**src/rtl/x_and_reduce_pipe.sv**
```systemverilog
// -----------------------------------------------------------------------------
// x_and_reduce_pipe
//
// Pipelined bitwise reduction (AND / OR / XOR / NAND) of a WIDTH-bit operand.
// Each stage reduces groups of FANIN bits from the previous stage. The tree has
// L = ceil(log_FANIN(WIDTH)) register stages, with a minimum of one stage.
//
// Handshake: valid only, with no backpressure. An operand is accepted on every
// rising CLK edge where CE=1 and I_VALID=1. When CE=0, the whole pipeline holds,
// including O and O_VALID. O_VALID rises L enabled edges after the operand is
// accepted. O keeps the last completed result between valid cycles.
//
// Parameters
//   WIDTH : number of reduced input bits (1..64)
//   FANIN : inputs combined per stage (2..8)
//   LOC   : placement attribute only; it has no functional effect
//
// Ports
//   CLK     : clock; all state changes on its rising edge
//   RSTN    : asynchronous active-low reset; clears every stage
//   CE      : pipeline advance enable
//   I_VALID : qualifies I and MODE
//   MODE    : 00 AND, 01 OR, 10 XOR, 11 NAND
//   I       : operand bits
//   O       : registered reduction result
//   O_VALID : O carries a newly completed result
// -----------------------------------------------------------------------------
module x_and_reduce_pipe #(
    parameter int WIDTH = 8,
    parameter int FANIN = 4,
    parameter     LOC   = "UNPLACED"
) (
    input  logic             CLK,
    input  logic             RSTN,
    input  logic             CE,
    input  logic             I_VALID,
    input  logic [1:0]       MODE,
    input  logic [WIDTH-1:0] I,
    output logic             O,
    output logic             O_VALID
);

    // Width of the vector that leaves stage k. Stage 0 is the raw operand.
    function automatic int f_stage_w(input int k);
        int w;
        w = WIDTH;
        for (int s = 0; s < k; s++) begin
            w = (w + FANIN - 1) / FANIN;
        end
        return w;
    endfunction

    // The tree always has at least one stage, even when WIDTH is 1.
    function automatic int f_levels();
        int w;
        int l;
        w = (WIDTH + FANIN - 1) / FANIN;
        l = 1;
        while (w > 1) begin
            w = (w + FANIN - 1) / FANIN;
            l++;
        end
        return l;
    endfunction

    localparam int L = f_levels();

    for (genvar k = 1; k <= L; k++) begin : g_stage
        localparam int IN_W  = f_stage_w(k - 1);
        localparam int OUT_W = f_stage_w(k);

        logic [IN_W-1:0]        w_in;
        logic [1:0]             w_mode_in;
        logic                   w_vld_in;
        logic                   w_id;
        logic [OUT_W*FANIN-1:0] w_pad;
        logic [OUT_W-1:0]       w_red;
        logic [OUT_W-1:0]       w_next;

        logic [OUT_W-1:0]       r_data;
        logic [1:0]             r_mode;
        logic                   r_vld;

        if (k == 1) begin : g_src
            assign w_in      = I;
            assign w_mode_in = MODE;
            assign w_vld_in  = I_VALID;
        end else begin : g_src
            assign w_in      = g_stage[k-1].r_data;
            assign w_mode_in = g_stage[k-1].r_mode;
            assign w_vld_in  = g_stage[k-1].r_vld;
        end

        // The identity is 1 for AND/NAND (00, 11) and 0 for OR/XOR (01, 10).
        assign w_id = ~(w_mode_in[1] ^ w_mode_in[0]);

        always_comb begin : p_reduce
            logic v_acc;
            v_acc = 1'b0;
            w_red = '0;
            // Fill the short top group with the identity so it leaves the result unchanged.
            w_pad = {(OUT_W*FANIN){w_id}};
            w_pad[IN_W-1:0] = w_in;
            for (int g = 0; g < OUT_W; g++) begin
                v_acc = w_id;
                for (int j = 0; j < FANIN; j++) begin
                    case (w_mode_in)
                        2'b01:   v_acc = v_acc | w_pad[g*FANIN+j];
                        2'b10:   v_acc = v_acc ^ w_pad[g*FANIN+j];
                        default: v_acc = v_acc & w_pad[g*FANIN+j];
                    endcase
                end
                w_red[g] = v_acc;
            end
        end

        // NAND stays as AND through the tree. The last stage applies the inversion.
        if (k == L) begin : g_final
            assign w_next = (w_mode_in == 2'b11) ? ~w_red : w_red;
        end else begin : g_mid
            assign w_next = w_red;
        end

        // The valid bit always advances. Data and mode load only for a real
        // operand, so the output keeps the last result through idle cycles.
        always_ff @(posedge CLK or negedge RSTN) begin
            if (!RSTN) begin
                r_data <= '0;
                r_mode <= 2'b00;
                r_vld  <= 1'b0;
            end else if (CE) begin
                r_vld <= w_vld_in;
                if (w_vld_in) begin
                    r_data <= w_next;
                    r_mode <= w_mode_in;
                end
            end
        end
    end

    assign O       = g_stage[L].r_data[0];
    assign O_VALID = g_stage[L].r_vld;

endmodule

```
**config.mk**
```make
export PLATFORM = sky130hd
export DESIGN_NAME = x_and_reduce_pipe
export DESIGN_NICKNAME = d
export VERILOG_FILES = /design/src/rtl/x_and_reduce_pipe.sv
export SDC_FILE = /design/constraint.sdc
export NUM_CORES = 1
export LEC_CHECK = 0
export ABC_AREA = 1
export BUFFER_PORTS_ARGS = -buffer_cell sky130_fd_sc_hd__buf_2
export CAP_MARGIN = 5
export CORE_ASPECT_RATIO = 1.25
export CORE_MARGIN = 2
export CORE_UTILIZATION = 30
export DETAILED_ROUTE_END_ITERATION = 8
export GPL_TIMING_DRIVEN = 0
export SLEW_MARGIN = 40
export SYNTH_ARGS = -nofsm -noshare
export SYNTH_HDL_FRONTEND = slang
export SYNTH_SLANG_ARGS = --single-unit
```
**constraint.sdc**
```tcl
create_clock -name CLK -period 2.3 [get_ports CLK]
set_clock_uncertainty 0.1 [all_clocks]
set_input_delay 0.115 -clock CLK [delete_from_list [all_inputs] [get_ports CLK]]
set_output_delay 0.115 -clock CLK [all_outputs]
set_load 0.005 [all_outputs]
```
==> results of run 1 <==
logic make-up (layout without fill, tap and decap cells):
family          after synthesis  after routing  synth area share, %
compound gates               22             22                 18.0
fa+ha+maj                    21             21                 33.7
buf+inv                      28             52                 13.5
flops                         7              7                 22.5
simple gates                 25             25                 12.4
how the worst max path moves through the flow:
stage,from,end,slack (ns),cells after the start
3_5_place_dp,g_stage[1].r_mode[0],O,-0.06,16
4_1_cts,g_stage[1].r_data[1],O,0.0008,16
6_report,g_stage[1].r_mode[1],O,0.08,17
2_1_floorplan,g_stage[1].r_mode[0],O,0.11,16
3_3_place_gp,g_stage[1].r_mode[0],O,-0.02,16
5_1_grt,g_stage[1].r_mode[1],O,-0.14,17
critical path, stage by stage, from the launching register on:
cell and delay (ns):
dfrtp_1 0.42, inv_1 0.08, ha_2 0.18, inv_2 0.04
o21ai_2 0.11, a21oi_2 0.07, ha_1 0.28, nand2_1 0.05
o21ai_1 0.06, a21oi_1 0.13, ha_1 0.24, nand2_1 0.06
nand2_1 0.05, nand2_1 0.06, nand2_1 0.05, nand2_1 0.05
nand3_1 0.07, nand2_1 0.06
metrics by stage:
step / cell area, µm² / TNS, ns / setup WS [ns]
after global routing: 1000 / -0.142 / -0.142
final: 1000 / 0 / 0.0754
after floorplan: 779 / 0 / 0.108
after CTS: 995 / 0 / 0.000751
after detailed placement: 896 / -0.0591 / -0.0591
after global placement: 896 / -0.0150 / -0.0150
power by group:
group | leakage, nW | total [W] | switching, W | internal (W)
clock network | 0.0150 | 0.000110 | 0.0000435 | 0.0000661
registers | 0.0853 | 0.000157 | 0.0000139 | 0.000143
logic | 0.474 | 0.000226 | 0.000121 | 0.000105
total | 0.574 | 0.000493 | 0.000179 | 0.000314
sequential cells by signal, indices dropped and copies added, names as in the netlist:
name,flops
g_stage.r_vld,1
O_VALID,1
O,1
g_stage.r_mode,2
g_stage.r_data,2
layout by cell type (no fill, tap or decap):
master         Yosys  routed
nand2_2            0       1
a21oi_1            4       3
o211ai_1           4       4
buf_2              0      15
ha_4               0       2
ha_2               0       1
a21oi_2            0       1
inv_2              1       7
a22oi_1            2       2
o21ai_2            4       5
clkbuf_1           0       1
nand3_1            2       2
o21ai_1            0       1
dfrtp_1            7       7
nand2_1           23      22
clkbuf_4           0       3
dlygate4sd3_1      0       2
inv_1             27      21
o21ai_0            8       6
ha_1              21      18
buf_4              0       3
area by class of cell:
type,instances,share of cell area (%)
clock buffer,4,2.62
inverter,28,10.5
multi-input combinational,68,53.6
sequential,7,17.5
tap,33,4.12
timing repair buffer,20,11.7
repair_timing:
action                                 in CTS  in global routing
buffers inserted                            3                  0
setup endpoints to repair                   1                  1
gates resized for setup                     8                  6
hold buffers                                2                  0
endpoints found under the hold margin       8                  0
cloned                                      0                  0
pin swaps                                   4                  5
synth_stat cells:
cell type	instances
a22oi_1	2
o211ai_1	4
a21oi_1	4
inv_1	27
nand3_1	2
o21ai_2	4
o21ai_0	8
dfrtp_1	7
nand2_1	23
inv_2	1
ha_1	21
per-layer routing:
metal  up-vias  part of all wire (%)  GRT usage (%)
li1        374                     -              -
met1       291                    45           12.1
met2         8                    54           20.4
met3         0                   1.4              0
met4         0                     0           4.76
met5         -                     0              0
==> impl_metrics.env, run 1 <==
export IMPL_drt_initial_drc_count=4
export IMPL_hold_worst_slack_ns=0.0621
export IMPL_die_height_um=61.0
export IMPL_start_util_pct=31.8
export IMPL_synthTopCellsByArea="ha_1 34%, dfrtp_1 22%, inv_1 13%"
export IMPL_power_per_cell_area_nw_per_um2=492
export IMPL_slew_headroom_pct=83.3
export IMPL_seq_area_frac_synth_pct=22.5
export IMPL_place_hpwl_um=1110
export IMPL_grt_overflow_total=0
export IMPL_r2r_start="g_stage[1].r_mode[1]"
export IMPL_synth_area_per_cell_um2=7.57
export IMPL_coreArea_um2=2450
export IMPL_syn_area_um2=779
export IMPL_fmax_ghz=0.450
export IMPL_ant_nets=0
export IMPL_fin_nets=163
export IMPL_antenna_found_initial=0
export IMPL_cp_start_kind="register"
export IMPL_r2r_end="O"
export IMPL_period_share_pct=96.7
export IMPL_synth_warnings=0
export IMPL_drc=0
export IMPL_grt_pass1_vias=694
export IMPL_gr_usage_all_layers_pct=10.4
export IMPL_max_vdd_ir_drop_v=0.000215
export IMPL_min_to="g_stage[1].r_mode[1]"
export IMPL_synth_seq_cells=7
export IMPL_cts_sinks=7
export IMPL_grt_pass1_wl_um=2570
export IMPL_n_antenna_cell=0
export IMPL_htree_levels=1
export IMPL_fillers=282
export IMPL_cap_violations=0
export IMPL_hold_depth=3
export IMPL_die_area_um2=3020
export IMPL_routabilityCongestion=0.718
export IMPL_rsz0062_at_grt="yes"
export IMPL_netlist_area_leader_share_pct=33.7
export IMPL_min_from="MODE[1]"
export IMPL_avgRoutedWirePerCell_um=8.28
export IMPL_final_cells=160
export IMPL_r2r_cells=17
export IMPL_areaGrowthSynthToFinish_pct=28.6
export IMPL_drt_first_pass_iters=3
export IMPL_synth_cell_types=11
export IMPL_reg2reg_slack_ns=0.08
export IMPL_min_period_ns=2.22
export IMPL_hold_path_class="input port to register"
export IMPL_finalSetupViolCount=0
export IMPL_ioPinCount=16
export IMPL_cellLeakagePower_nw=0.574
export IMPL_path_clk_slew_ns=0.06
export IMPL_wirelength_um=1320
export IMPL_hold_viol=0
export IMPL_cts_buffers=3
export IMPL_worstMarginPinSlew_ns=0.249
export IMPL_multiInputGateArea_um2=537
export IMPL_cp_arrival_ns=2.31
export IMPL_status="completed"
export IMPL_dpl_cell_count=151
export IMPL_required_ns=2.39
export IMPL_num_rows=20
export IMPL_regArea_um2=175
export IMPL_grt_max_degree=11
export IMPL_end_kind="register"
export IMPL_cts_tree="yes"
export IMPL_critPathMaxFanout=3
export IMPL_syn_nets=138
export IMPL_drv_slew=0
export IMPL_chipWidth_um=49.6
export IMPL_worstSetupPathType="register to register"
export IMPL_cts_buffer_depth=2
export IMPL_fin_util_pct=40.9
export IMPL_postSynthCellCount=103
export IMPL_yosysTopAreaCell="ha_1"
export IMPL_clk_latency_ns=0.25
export IMPL_via_count=673
export IMPL_port_buffer_count=15
export IMPL_clockRootBuffer="clkbuf_4"
export IMPL_drive_gt1_share_pct=29.9
export IMPL_p_total_w=0.000493
export IMPL_vias_per_cell=4.21
(Power assumes the default switching activity.)
==> run 2, diff against run 1 <==
==> constraint.sdc (replaced) <==
create_clock -name CLK -period 2.37 [get_ports CLK]
set_clock_uncertainty 0.1 [all_clocks]
set_input_delay 0.1185 -clock CLK [delete_from_list [all_inputs] [get_ports CLK]]
set_output_delay 0.1185 -clock CLK [all_outputs]
set_load 0.005 [all_outputs]
==> run 2 against run 1 <==
  * Cell count rose by 1.9%
  * Sequential cell count did not move
  * Critical path depth did not move
  * Register-to-register slack improved by 0.09 ns
  * Die area did not move
  * Via count rose by 3.7%
  * Non-clock buffer count rose by 3
  * First-iteration DRC count rose by 50%
  * Sequential share of layout area fell by 0.61 points
  * Critical path type unchanged
==> impl_metrics.env, run 2 (synthesis results as in run 1) <==
export IMPL_status="completed"
export IMPL_via_count=698
export IMPL_reg2reg_slack_ns=0.17
export IMPL_worstMarginPinSlew_ns=0.251
export IMPL_p_total_w=0.000508
export IMPL_path_clk_slew_ns=0.05
export IMPL_crit_family="adder cells"
export IMPL_r2r_end="O"
export IMPL_drive_gt1_share_pct=33.8
export IMPL_drt_first_pass_iters=4
export IMPL_min_period_ns=2.20
export IMPL_cp_num_buf_inv=2
export IMPL_grt_pass1_vias=665
export IMPL_cp_start_kind="register"
export IMPL_period_share_pct=92.9
export IMPL_cp_depth=17
export IMPL_post_place_ws_ns=0.0109
export IMPL_cap_violations=0
export IMPL_end_kind="register"
export IMPL_critPathMaxFanout=3
export IMPL_gr_usage_all_layers_pct=9.81
export IMPL_coreArea_um2=2450
export IMPL_port_buffer_count=15
export IMPL_avgRoutedWirePerCell_um=8.71
export IMPL_fin_util_pct=42.7
export IMPL_n_antenna_cell=0
export IMPL_drc=0
export IMPL_slew_headroom_pct=83.2
export IMPL_finalSetupViolCount=0
export IMPL_final_cell_area_um2=1050
export IMPL_hold_viol=0
export IMPL_cp_arrival_ns=2.29
export IMPL_top_regs="g_stage.r_data: 2 flops, g_stage.r_mode: 2 flops"
export IMPL_worst_slack_ns=0.169
export IMPL_crit_end="O"
export IMPL_routabilityCongestion=0.718
export IMPL_drt_initial_drc_count=6
export IMPL_chipWidth_um=49.6
export IMPL_grt_pass1_wl_um=2420
export IMPL_num_rows=20
export IMPL_vias_per_cell=4.28
export IMPL_place_hpwl_um=1110
export IMPL_post_dp_cell_area_um2=896
export IMPL_antenna_found_initial=0
export IMPL_grt_overflow_total=0
export IMPL_required_ns=2.46
export IMPL_cts_buffer_depth=2
export IMPL_start_util_pct=31.8
export IMPL_ant_nets=0
export IMPL_fmax_ghz=0.454
export IMPL_critPathLaunch="g_stage[1].r_mode[0]"
export IMPL_crit_path_cell_trace="buf_4 -> ha_4 -> inv_2 -> o21ai_2 -> a21oi_2 -> ha_1 -> nand2_1 -> o21ai_1 -> a21oi_1 -> ha_1 -> nand2_1 -> nand2_1 -> nand2_1 -> nand2_1 -> nand2_1 -> nand3_1 -> nand2_1"
export IMPL_die_area_um2=3020
export IMPL_cts_sinks=7
export IMPL_clockRootBuffer="clkbuf_4"
export IMPL_rsz0062_at_grt="yes"
export IMPL_cellLeakagePower_nw=0.593
export IMPL_clk_latency_ns=0.25
export IMPL_r2r_cells=17
export IMPL_dpl_cell_count=151
export IMPL_final_cells=163
export IMPL_power_per_cell_area_nw_per_um2=486
export IMPL_final_cell_mix="21 x inv_1, 21 x nand2_1, 17 x ha_1, 15 x buf_2, 7 x inv_2"
export IMPL_max_vdd_ir_drop_v=0.000228
export IMPL_worstSetupPathType="register to register"
export IMPL_cts_tree="yes"
export IMPL_die_height_um=61.0
export IMPL_r2r_start="g_stage[1].r_mode[0]"
export IMPL_grt_max_degree=11
export IMPL_cts_buffers=3
export IMPL_wirelength_um=1420
export IMPL_fin_nets=166
export IMPL_hold_path_class="input port to register"
export IMPL_drv_slew=0
export IMPL_crit_path_max_incr_delay_ns=0.37
export IMPL_path_common_cell="nand2_1"
export IMPL_ioPinCount=16
export IMPL_htree_levels=1
export IMPL_crit_slowest_cell="dfrtp_1"
export IMPL_areaGrowthSynthToFinish_pct=34.2
-- run 2: per-stage QoR --
stage | setup TNS, ns | hold slack, ns
floorplan | 0 | -0.277
detailed placement | 0 | -0.141
CTS | 0 | 0.0641
finish | 0 | 0.0614
global placement | 0 | -0.145
global route | -0.0240 | 0.105
-- run 2: worst min path at each step --
stage	start	end	depth (start not counted)
final	MODE[1]	g_stage[1].r_mode[1]	3
after global routing	MODE[1]	g_stage[1].r_mode[1]	3
after CTS	MODE[1]	g_stage[1].r_mode[1]	3
after detailed placement	RSTN	O	1
after global placement	RSTN	O	1
after floorplan	RSTN	O	0
-- run 2: worst min-delay path: stages --
cell and delay, ns:
buf_2 0.11, inv_1 0.06, o21ai_0 0.08
-- run 2: per-layer routing --
layer	wire, µm	global-route usage (%)	up-vias
met5	0	0	-
met1	618	11.0	314
met3	19	0	0
met2	782	19.4	8
li1	-	-	376
met4	0	4.76	0
-- run 2: cell type report --
type / count / area, µm²
multi-input combinational: 68 / 557
clock buffer: 4 / 26.3
inverter: 28 / 105
sequential: 7 / 176
timing repair buffer: 23 / 140
tap: 33 / 41.3
fill: 277 / 1410
-- run 2: repair_timing --
| item | CTS | global route |
|---|---|---|
| resized for setup | 0 | 19 |
| hold buffers | 2 | 0 |
| setup endpoints to repair | 0 | 1 |
| buffers inserted | 0 | 6 |
| hold endpoints to repair | 8 | 0 |
-- run 2: power by group --
part           total (W)  internal (W)  switching [W]
Combinational   0.000249      0.000120       0.000129
Clock           0.000106     0.0000642      0.0000422
Sequential      0.000152      0.000139      0.0000130
Total           0.000508      0.000324       0.000185
